**src/rtl/systolic_pkg.sv**
```systemverilog
// Shared constants for the 4x4 systolic array and its result drain.
// Holds the array defaults, drain FSM states and checksum width.
package systolic_pkg;

  localparam int SYS_N   = 4;
  localparam int SYS_DW  = 16;
  localparam int SYS_IW  = 4;
  localparam int SYS_CSW = SYS_DW + SYS_IW;

  typedef enum logic {
    ST_IDLE  = 1'b0,
    ST_DRAIN = 1'b1
  } state_e;

endpackage

```
**src/rtl/result_buffer.sv**
```systemverilog
// N*N x DW snapshot register file for the result drain.
// Loads every word in parallel, reads one word by index.
module result_buffer
  import systolic_pkg::*;
#(
  parameter int N  = SYS_N,
  parameter int DW = SYS_DW,
  parameter int IW = SYS_IW
) (
  input  logic                clk,
  input  logic                rst,
  input  logic                i_load,
  input  logic [N*N*DW-1:0]   i_data,
  input  logic [IW-1:0]       i_idx,
  output logic [DW-1:0]       o_data
);

  logic [DW-1:0] r_mem [N*N];

  // snapshot all words at once when the drain captures
  always_ff @(posedge clk or negedge rst) begin
    if (!rst) begin
      for (int i = 0; i < N*N; i++)
        r_mem[i] <= '0;
    end else if (i_load) begin
      for (int i = 0; i < N*N; i++)
        r_mem[i] <= i_data[i*DW +: DW];
    end
  end

  assign o_data = r_mem[i_idx];

endmodule

```
**src/rtl/systolic_result_drain.sv**
```systemverilog
// Snapshots systolic array results on done and streams them out.
// Optional DRAIN_CHECKSUM_EN adds out_csum, the sum of the snapshot.
module systolic_result_drain
  import systolic_pkg::*;
#(
  parameter int N  = SYS_N,
  parameter int DW = SYS_DW,
  parameter int IW = SYS_IW
) (
  input  logic              clk,
  input  logic              rst,
  input  logic              done,
  input  logic [N*N*DW-1:0] res_flat,
  output logic [DW-1:0]     out_data,
  output logic [IW-1:0]     out_idx,
  output logic              out_valid,
  input  logic              out_ready,
  output logic              out_last,
  output logic              busy,
  output logic              overrun,
  input  logic              overrun_clr
`ifdef DRAIN_CHECKSUM_EN
  ,
  output logic [DW+IW-1:0]  out_csum
`endif
);

  state_e        r_state;
  state_e        w_state_nxt;
  logic          r_done_d;
  logic [IW-1:0] r_idx;
  logic [IW-1:0] w_idx_nxt;
  logic          r_ovr;
  logic          w_ovr_nxt;
  logic          w_cap;
  logic          w_hs;
  logic          w_last;
  logic          w_load;
  logic          w_drain;
  logic [DW-1:0] w_rd;

  assign w_drain = (r_state == ST_DRAIN);
  assign w_cap   = done & ~r_done_d;
  assign w_hs    = w_drain & out_ready;
  assign w_last  = (r_idx == IW'(N*N-1));

  // next state, index and overrun flag
  always_comb begin
    w_state_nxt = r_state;
    w_idx_nxt   = r_idx;
    w_ovr_nxt   = r_ovr;
    w_load      = 1'b0;
    unique case (r_state)
      ST_IDLE: begin
        if (w_cap) begin
          w_load      = 1'b1;
          w_idx_nxt   = '0;
          w_state_nxt = ST_DRAIN;
        end
      end
      ST_DRAIN: begin
        if (w_hs && w_last) begin
          w_idx_nxt = '0;
          if (w_cap)
            w_load = 1'b1;
          else
            w_state_nxt = ST_IDLE;
        end else begin
          if (w_hs)
            w_idx_nxt = r_idx + 1'b1;
          if (w_cap)
            w_ovr_nxt = 1'b1;
        end
      end
      default: w_state_nxt = ST_IDLE;
    endcase
    if (overrun_clr)
      w_ovr_nxt = 1'b0;
  end

  // state, index, edge-detect and sticky overrun registers
  always_ff @(posedge clk or negedge rst) begin
    if (!rst) begin
      r_state  <= ST_IDLE;
      r_done_d <= 1'b0;
      r_idx    <= '0;
      r_ovr    <= 1'b0;
    end else begin
      r_state  <= w_state_nxt;
      r_done_d <= done;
      r_idx    <= w_idx_nxt;
      r_ovr    <= w_ovr_nxt;
    end
  end

  result_buffer #(
    .N  (N),
    .DW (DW),
    .IW (IW)
  ) u_buf (
    .clk    (clk),
    .rst    (rst),
    .i_load (w_load),
    .i_data (res_flat),
    .i_idx  (r_idx),
    .o_data (w_rd)
  );

  assign out_data  = w_rd;
  assign out_idx   = r_idx;
  assign out_valid = w_drain;
  assign busy      = w_drain;
  assign out_last  = w_drain & w_last;
  assign overrun   = r_ovr;

`ifdef DRAIN_CHECKSUM_EN
  logic [DW+IW-1:0] w_csum;
  logic [DW+IW-1:0] r_csum;

  // sum of the words being captured
  always_comb begin
    w_csum = '0;
    for (int i = 0; i < N*N; i++)
      w_csum = w_csum + {{IW{1'b0}}, res_flat[i*DW +: DW]};
  end

  // hold the checksum of the current snapshot
  always_ff @(posedge clk or negedge rst) begin
    if (!rst)
      r_csum <= '0;
    else if (w_load)
      r_csum <= w_csum;
  end

  assign out_csum = r_csum;
`endif

endmodule

```
**config.mk**
```make
export PLATFORM = sky130hd
export DESIGN_NAME = systolic_result_drain
export DESIGN_NICKNAME = d
export VERILOG_FILES = /design/src/rtl/systolic_pkg.sv /design/src/rtl/result_buffer.sv /design/src/rtl/systolic_result_drain.sv
export SDC_FILE = /design/constraint.sdc
export NUM_CORES = 1
export LEC_CHECK = 0
export ABC_AREA = 0
export CAP_MARGIN = 20
export CORE_UTILIZATION = 40
export DETAILED_ROUTE_END_ITERATION = 16
export MAX_ROUTING_LAYER = met4
export PLACE_DENSITY = 0.65
export SKIP_CTS_REPAIR_TIMING = 1
export SLEW_MARGIN = 20
export SYNTH_ARGS = -nofsm -noshare
export SYNTH_HDL_FRONTEND = slang
export SYNTH_SLANG_ARGS = --single-unit
```
**constraint.sdc**
```tcl
create_clock -name clk -period 4 [get_ports clk]
set_clock_uncertainty 0.15 [all_clocks]
set_input_delay 0.4 -clock clk [delete_from_list [all_inputs] [get_ports clk]]
set_output_delay 0.4 -clock clk [all_outputs]
set_load 0.1 [all_outputs]
```
Word-level counts from Yosys, hierarchy flattened --
Index checks and enable logic that the tools add are counted.
Word-level totals: flip-flop bits (word level) 263, bits of input ports 261
Operators by class: $lt $le $gt $ge 1, equal/unequal tests 4, bitwise operators 6, muxes and demuxes 16, $add $sub $neg 1, reduce and logical (&&, ||, !) cells 5
Operators by type and width (count):
- $bmux W16 S4 | 1
- $mux W16 | 2
- $mux W4 | 3
- $pmux W4 S2 | 1
- $mux W1 | 7
- $ge A5 B5 Y1 const B | 1
- $not A4 Y5 | 1
- $add A4 B1 Y4 const B | 1
- $eq A4 B4 Y1 const B | 1
- $ne A2 B2 Y1 const B | 2
- $pmux W1 S2 | 2
- $reduce_bool A2 Y1 | 2
- $and A1 B1 Y1 | 3
- $ne A3 B1 Y1 const B | 1
- $reduce_and A3 Y1 | 1
- $not A1 Y1 | 2
- $reduce_and A2 Y1 | 1
- $logic_and A1 B1 Y1 | 1

Longest topological paths before layout --
depth in word-level cells 6, mapped depth 7, depth with buffers taken out 4

Cells and area by module --
A second synthesis with hierarchy kept.
Second synthesis, totals: cells, all modules 713, area total of the unflattened synthesis 11765.0 um^2
By module, submodules not included:
- result_buffer | seq. area each 6406.1 um^2, instances 1, cells an instance 677, area an instance 11402.2 um^2
- systolic_result_drain | seq. area each 175.2 um^2, instances 1, cells an instance 36, area an instance 362.8 um^2

Worst setup path after synthesis --
OpenSTA, ideal clock, no wires.
path type register to output, from reg r_idx[1] (netlist: out_idx[1]), to out out_data[12], path buffers 3, slack -631 ps, stages on the path, launching flop included 7, data required time 3450 ps, arrival 4081 ps, path through dfrtp_1 -> buf_2 -> buf_4 -> buf_2 -> mux4_2 -> mux2i_1 -> o21ai_0
On the way: longest elaborated chain between the ends 4
RTL lines:
- start: declaration | line systolic_result_drain.sv:31 | logic [IW-1:0] r_idx;
- start signal: assignment | line systolic_result_drain.sv:91 | r_idx <= w_idx_nxt;
- $not A4 Y5 (implied by the code) | line result_buffer.sv:31 | assign o_data = r_mem[i_idx];
- $bmux W16 S4 | line result_buffer.sv:31
- $mux W16 (implied by the code) (2 in series) | line result_buffer.sv:31
- end: declaration | line systolic_result_drain.sv:14 | output logic [DW-1:0] out_data,
No other way between the ends. The select of a mux whose other input is x is not followed.

Final worst setup path --
from reg r_idx[0] (netlist: out_idx[0]), to out out_idx[0]
RTL lines:
- end: declaration | line systolic_result_drain.sv:15 | output logic [IW-1:0] out_idx,
No word-level cell between the ends.

==> qor.csv <==
stage,metric,value,unit
outcome,outcome,"complete, no violations",
timing,hold_ws,0.160,ns
finish,drive_above_1_share,0.349,
placement,place.gp.congestion,0.808,
timing,tightestPinTransition,0.996,ns
setup_path,critPathLaunchType,flop,
route,wl_per_cell,22.1,um
finish,fin_nets,1323,
setup_path,crit_path_max_fanout,20,
route,vias,7542,
route,wl_met1,16000,um
timing,post-route-period-util,0.852,
global_route,grt_max_degree,127,
route,finalWirelength,33700,um
synthesis,syn_area_per_cell,16.8,um2
floorplan,die_w,183,um
cts,path_clk_slew,0.06,ns
synthesis,yosysTopAreaCellShare,0.501,
setup_path,crit_slowest_cell,clkdlybuf4s50_1,
global_route,gr-total-overflow,0,
route,ant_nets,0,
placement,dp_hpwl,24300,um
synthesis,synth_largest_area_cell,dfrtp_1,
power,leakagePower,7.67,nW
setup_path,path_buf_inv,2,
timing,tns,0,ns
power,ir_drop,388,uV
floorplan,dieArea,33600,um2
synthesis,ys_seq_area_frac,0.501,
synthesis,synth_nets,1044,
timing,max_slew_margin,0.334,
setup_path,cpPeakStageDelay,1.21,ns
placement,placed_cell_area,16200,um2
synthesis,yosysUniqueCellTypes,27,
synthesis,yosysMostFrequentCell,dfrtp_1,
floorplan,start_util,0.405,
route,met3WireLength,1890,um
synthesis,synthArstFlopShare,1.00,
route,dr.pass1.iters,4,
placement,io_buffer_count,284,
synthesis,synth_area,13100,um2
power,powerDensity,757,nW/um2
global_route,grt_pass1_vias,8295,
timing,period_needed,3.41,ns
setup_path,crit_arrival,2.86,ns
cts,cts-htree-levels,1,
finish,areaGrowthSynthToFinish,31.2,%
job,maxCapViolCount,0,
synthesis,synth_commonest_cells,"dfrtp_1 (263), mux2_4 (240), mux2i_1 (82)",
route,drt-initial-drc-count,346,
global_route,track_usage,0.209,
setup_path,endpoint_kind,primary output,
worst_hold_path,hp-start,done,
cts,root_buffer,clkbuf_16,
synthesis,synthFlopType,dfrtp_1,
floorplan,core,32500,um2
synthesis,ys_ff_latch,263,
synthesis,yosysWarningCount,0,
setup_path,cp_cell_sequence,buf_4 > clkdlybuf4s50_1,
timing,drv_slew,0,
route,viasPerCell,4.95,
setup_path,r2r-start,out_idx[2],
timing,setup_viol,0,
global_route,antenna_found_initial,1,
setup_path,startpoint,out_idx[0],
timing,fin_ws,0.592,ns
cts,cts_buffers,30,
synthesis,synthCells,782,
timing,final_hold_viol_count,0,
timing,max_clock_freq,293,MHz
setup_path,cp_top_family,buffers and inverters,
cts,cts_tree,built,
worst_hold_path,hp-class,primary input to flop,
route,highest_layer,met4,
setup_path,cp_data_required_time,3.45,ns
floorplan,rows,66,
cts,worstSkewPairLatency,0.55,ns
global_route,grt_first_pass_wirelength,51100,um
finish,fin_area,17200,um2
placement,place_ws,1.10,ns
cts,clk_path_buf_depth,3,
setup_path,path_class,flop to primary output,
floorplan,ioPinCount,285,
route,drcViolationCount,0,
synthesis,synth.area.top_cells,"dfrtp_1 (50%), mux2_4 (27%), mux2i_1 (6.2%)",
timing,rsz0062_at_grt,false,
synthesis,synth_edf_count,0,
route,dr_wl_met2,14900,um
floorplan,die_h,183,um
cts,cts.sinks,263,
logic make-up (layout without fill, tap and decap cells):
family	Yosys count	in the layout	synth area share
multiplexers	370	370	0.405
flip-flops	263	263	0.501
buffers and inverters	60	360	0.0511
AO/OA/AOI/OAI	56	56	0.0295
AND/OR/NAND/NOR	32	32	0.0125
adder cells (fa/ha/maj)	1	1	0.000952
other	0	1	0
sequential cells by signal (all words and copies together), names as in the netlist:
register / cells
overrun: 1
r_done_d: 1
u_buf.r_mem: 256
busy: 1
out_idx: 4
cell usage in the layout, fill, tap and decap left out, types with 4 or more instances in the layout:
| master | netlist | routed |
|---|---|---|
| a22oi_1 | 32 | 32 |
| buf_12 | 22 | 16 |
| buf_4 | 6 | 21 |
| clkbuf_1 | 5 | 9 |
| clkbuf_16 | 0 | 31 |
| clkbuf_8 | 0 | 6 |
| clkdlybuf4s50_1 | 0 | 266 |
| dfrtp_1 | 263 | 260 |
| mux2_2 | 16 | 16 |
| mux2_4 | 240 | 240 |
| mux2i_1 | 82 | 82 |
| mux4_2 | 32 | 32 |
| nand3_1 | 19 | 19 |
| nor2_1 | 4 | 4 |
| o21ai_1 | 1 | 16 |
power breakdown:
group | switching (mW) | internal (mW)
Sequential | 0.731 | 3.70
Combinational | 2.96 | 2.87
Clock | 1.08 | 1.71
Total | 4.77 | 8.28
final cells by class:
type,instances,area (um2)
fill,2680,15200
sequential,263,6590
multi-input combinational,459,5890
timing repair buffer,306,3190
clock buffer,46,892
tap,442,553
clock inverter,7,113
inverter,1,3.75
antenna,1,2.50
path summary, 6_finish.rpt:
kind / to / slack (ns) / depth (start not counted)
worst max-delay path: out_idx[0] / 0.59 / 2
worst min-delay path: r_done_d / 0.16 / 1
worst max register to register: u_buf.r_mem[169] / 1.15 / 6
worst min register to register: u_buf.r_mem[192] / 0.35 / 1
max in group asynchronous: u_buf.r_mem[180] / 2.42 / 4
min in group asynchronous: u_buf.r_mem[32] / 0.22 / 2
through the flow:
step,utilization,total power [mW],cells
after floorplan,-,8.51,782
after global placement,0.499,10.3,1469
after detailed placement,0.499,10.3,1469
after CTS,0.530,13.2,1522
after global routing,0.531,13.7,1525
final,0.531,13.0,1525
metal layers:
metal	vias to the layer above	GRT usage
li1	3461	-
met1	3781	0.294
met2	251	0.309
met3	49	0.0385
met4	0	0.0600
met5	-	-
No activity file was read; power rests on OpenSTA's default activity.
==> patch, RTL diff (config.mk and constraints unchanged) <==
Set the package constant `SYS_IW` to 5 (it was 4).
--- a/src/rtl/systolic_pkg.sv
+++ b/src/rtl/systolic_pkg.sv
@@ -4,7 +4,7 @@
 
   localparam int SYS_N   = 4;
   localparam int SYS_DW  = 16;
-  localparam int SYS_IW  = 4;
+  localparam int SYS_IW  = 5;
   localparam int SYS_CSW = SYS_DW + SYS_IW;
 
   typedef enum logic {
Ports: changed (resized out_idx); port bits go from 285 to 286. The function was not compared with the original's and may differ.
==> patch against the unedited design <==
  * Non-clock buffer count shrank 3
  * Power up 17%
  * Wire length is 0.97% higher
  * Largest cell class unchanged
  * Cell area is 0.45% higher
  * Sequential cell count is 1 higher
  * Setup slack got worse by 0.37 ns
  * Synthesized area hardly changed
  * Critical path type unchanged
==> patch: results <==
group,metric,value,unit
status,outcome,"finished clean",
layout,fin_area,17300,µm²
synthesis,synth_fa_ha_area_frac,0.000951,
pwr,combPwrFrac,0.490,
layout,instances_no_fill,1500,
place,routabilityCongestion,0.792,
sta,timing.slew.headroom,0.307,
global_routing,antenna_found_initial,3,
clock_network,htree_levels,1,
synthesis,synthTopCellsByArea,"dfrtp_1 (50%), mux2_4 (27%), mux4_2 (8.2%)",
synthesis,synth_top_cells_by_count,"dfrtp_1 (264), mux2_4 (240), mux2i_1 (48), mux4_2 (48), buf_12 (26)",
layout,final_layout_size_suffix_gt1_frac,0.378,
worst_setup_path,r2r_cells,6,
layout,signal_buffers,303,
clock_network,numCtsBuffers,31,
synthesis,postSynthCellCount,747,
worst_setup_path,cp-startpoint,"out_idx[1]",
synthesis,synthesis.nets,1009,
pwr,vdd_drop_max,771,µV
global_routing,grt_pass1_vias,8246,
layout,multi_input_area_share,0.340,
layout,nonClockInverterCount,3,
place,hpwl,24000,µm
pwr,switching_share,0.374,
worst_setup_path,reg2reg_slack,0.85,ns
layout,fin_nets,1292,
route,vias,7475,
synthesis,yosysUniqueCellTypes,34,
layout,nMultiInputCombCells,427,
layout,clkbuf_count,42,
layout,largest_register,"u_buf.r_mem",
pwr,p_leak,0.00746,µW
place,place_area,16300,µm²
route,drt_pass1_iterations,4,
worst_setup_path,crit_arrival,3.23,ns
sta,fin_hold_ws,0.243,ns
worst_setup_path,r2r_end,"u_buf.r_mem[193]",
layout,layout.nonclk_buf_frac,0.185,
pwr,power_density,881,nW/µm²
pwr,powerClk,2850,µW
route,wl_per_cell,22.7,µm
layout,nFillCells,2634,
sta,finalCritPeriodShare,0.944,
synthesis,synth.yosys.warnings,0,
worst_setup_path,critPathCapture,"out_data[11]",
global_routing,grt_max_degree,118,
synthesis,synthMuxAreaShare,0.406,
global_routing,grt_pass1_wl,51300,µm
place,numPortBuffers,285,
layout,clock_cell_area_share,0.0598,
synthesis,synthArstFlopShare,1.00,
route,drt_first_iter_violations,350,
==> patch: cell count changes after synthesis, moves of 4 or more <==
cell      delta
mux2i_1     -34
nand3_1     -17
a22oi_1     -16
a32oi_1     +16
mux4_2      +16
buf_2        -6
clkbuf_1     +6
buf_6        -5
buf_12       +4
buf_4        -4
==> patch: per-layer routing <==
layer	vias to the layer above	GRT usage	share of wire
met4	0	0.0617	0.023
met5	-	-	0
met1	3832	0.285	0.45
met3	47	0.0379	0.057
met2	218	0.324	0.47
li1	3378	-	-
==> patch: worst max-delay path: stages (launching register included) <==
cell     delay [ns]
dfrtp_4        0.91
buf_4          0.45
mux2i_1        0.14
a22oi_1        0.38
mux2i_1        0.13
o21ai_1        0.38
buf_12         0.23
==> patch: cell families after synthesis <==
family	count (synthesis)
fa+ha+maj	1
compound gates	58
flops	264
simple gates	16
buf+inv	56
mux	352
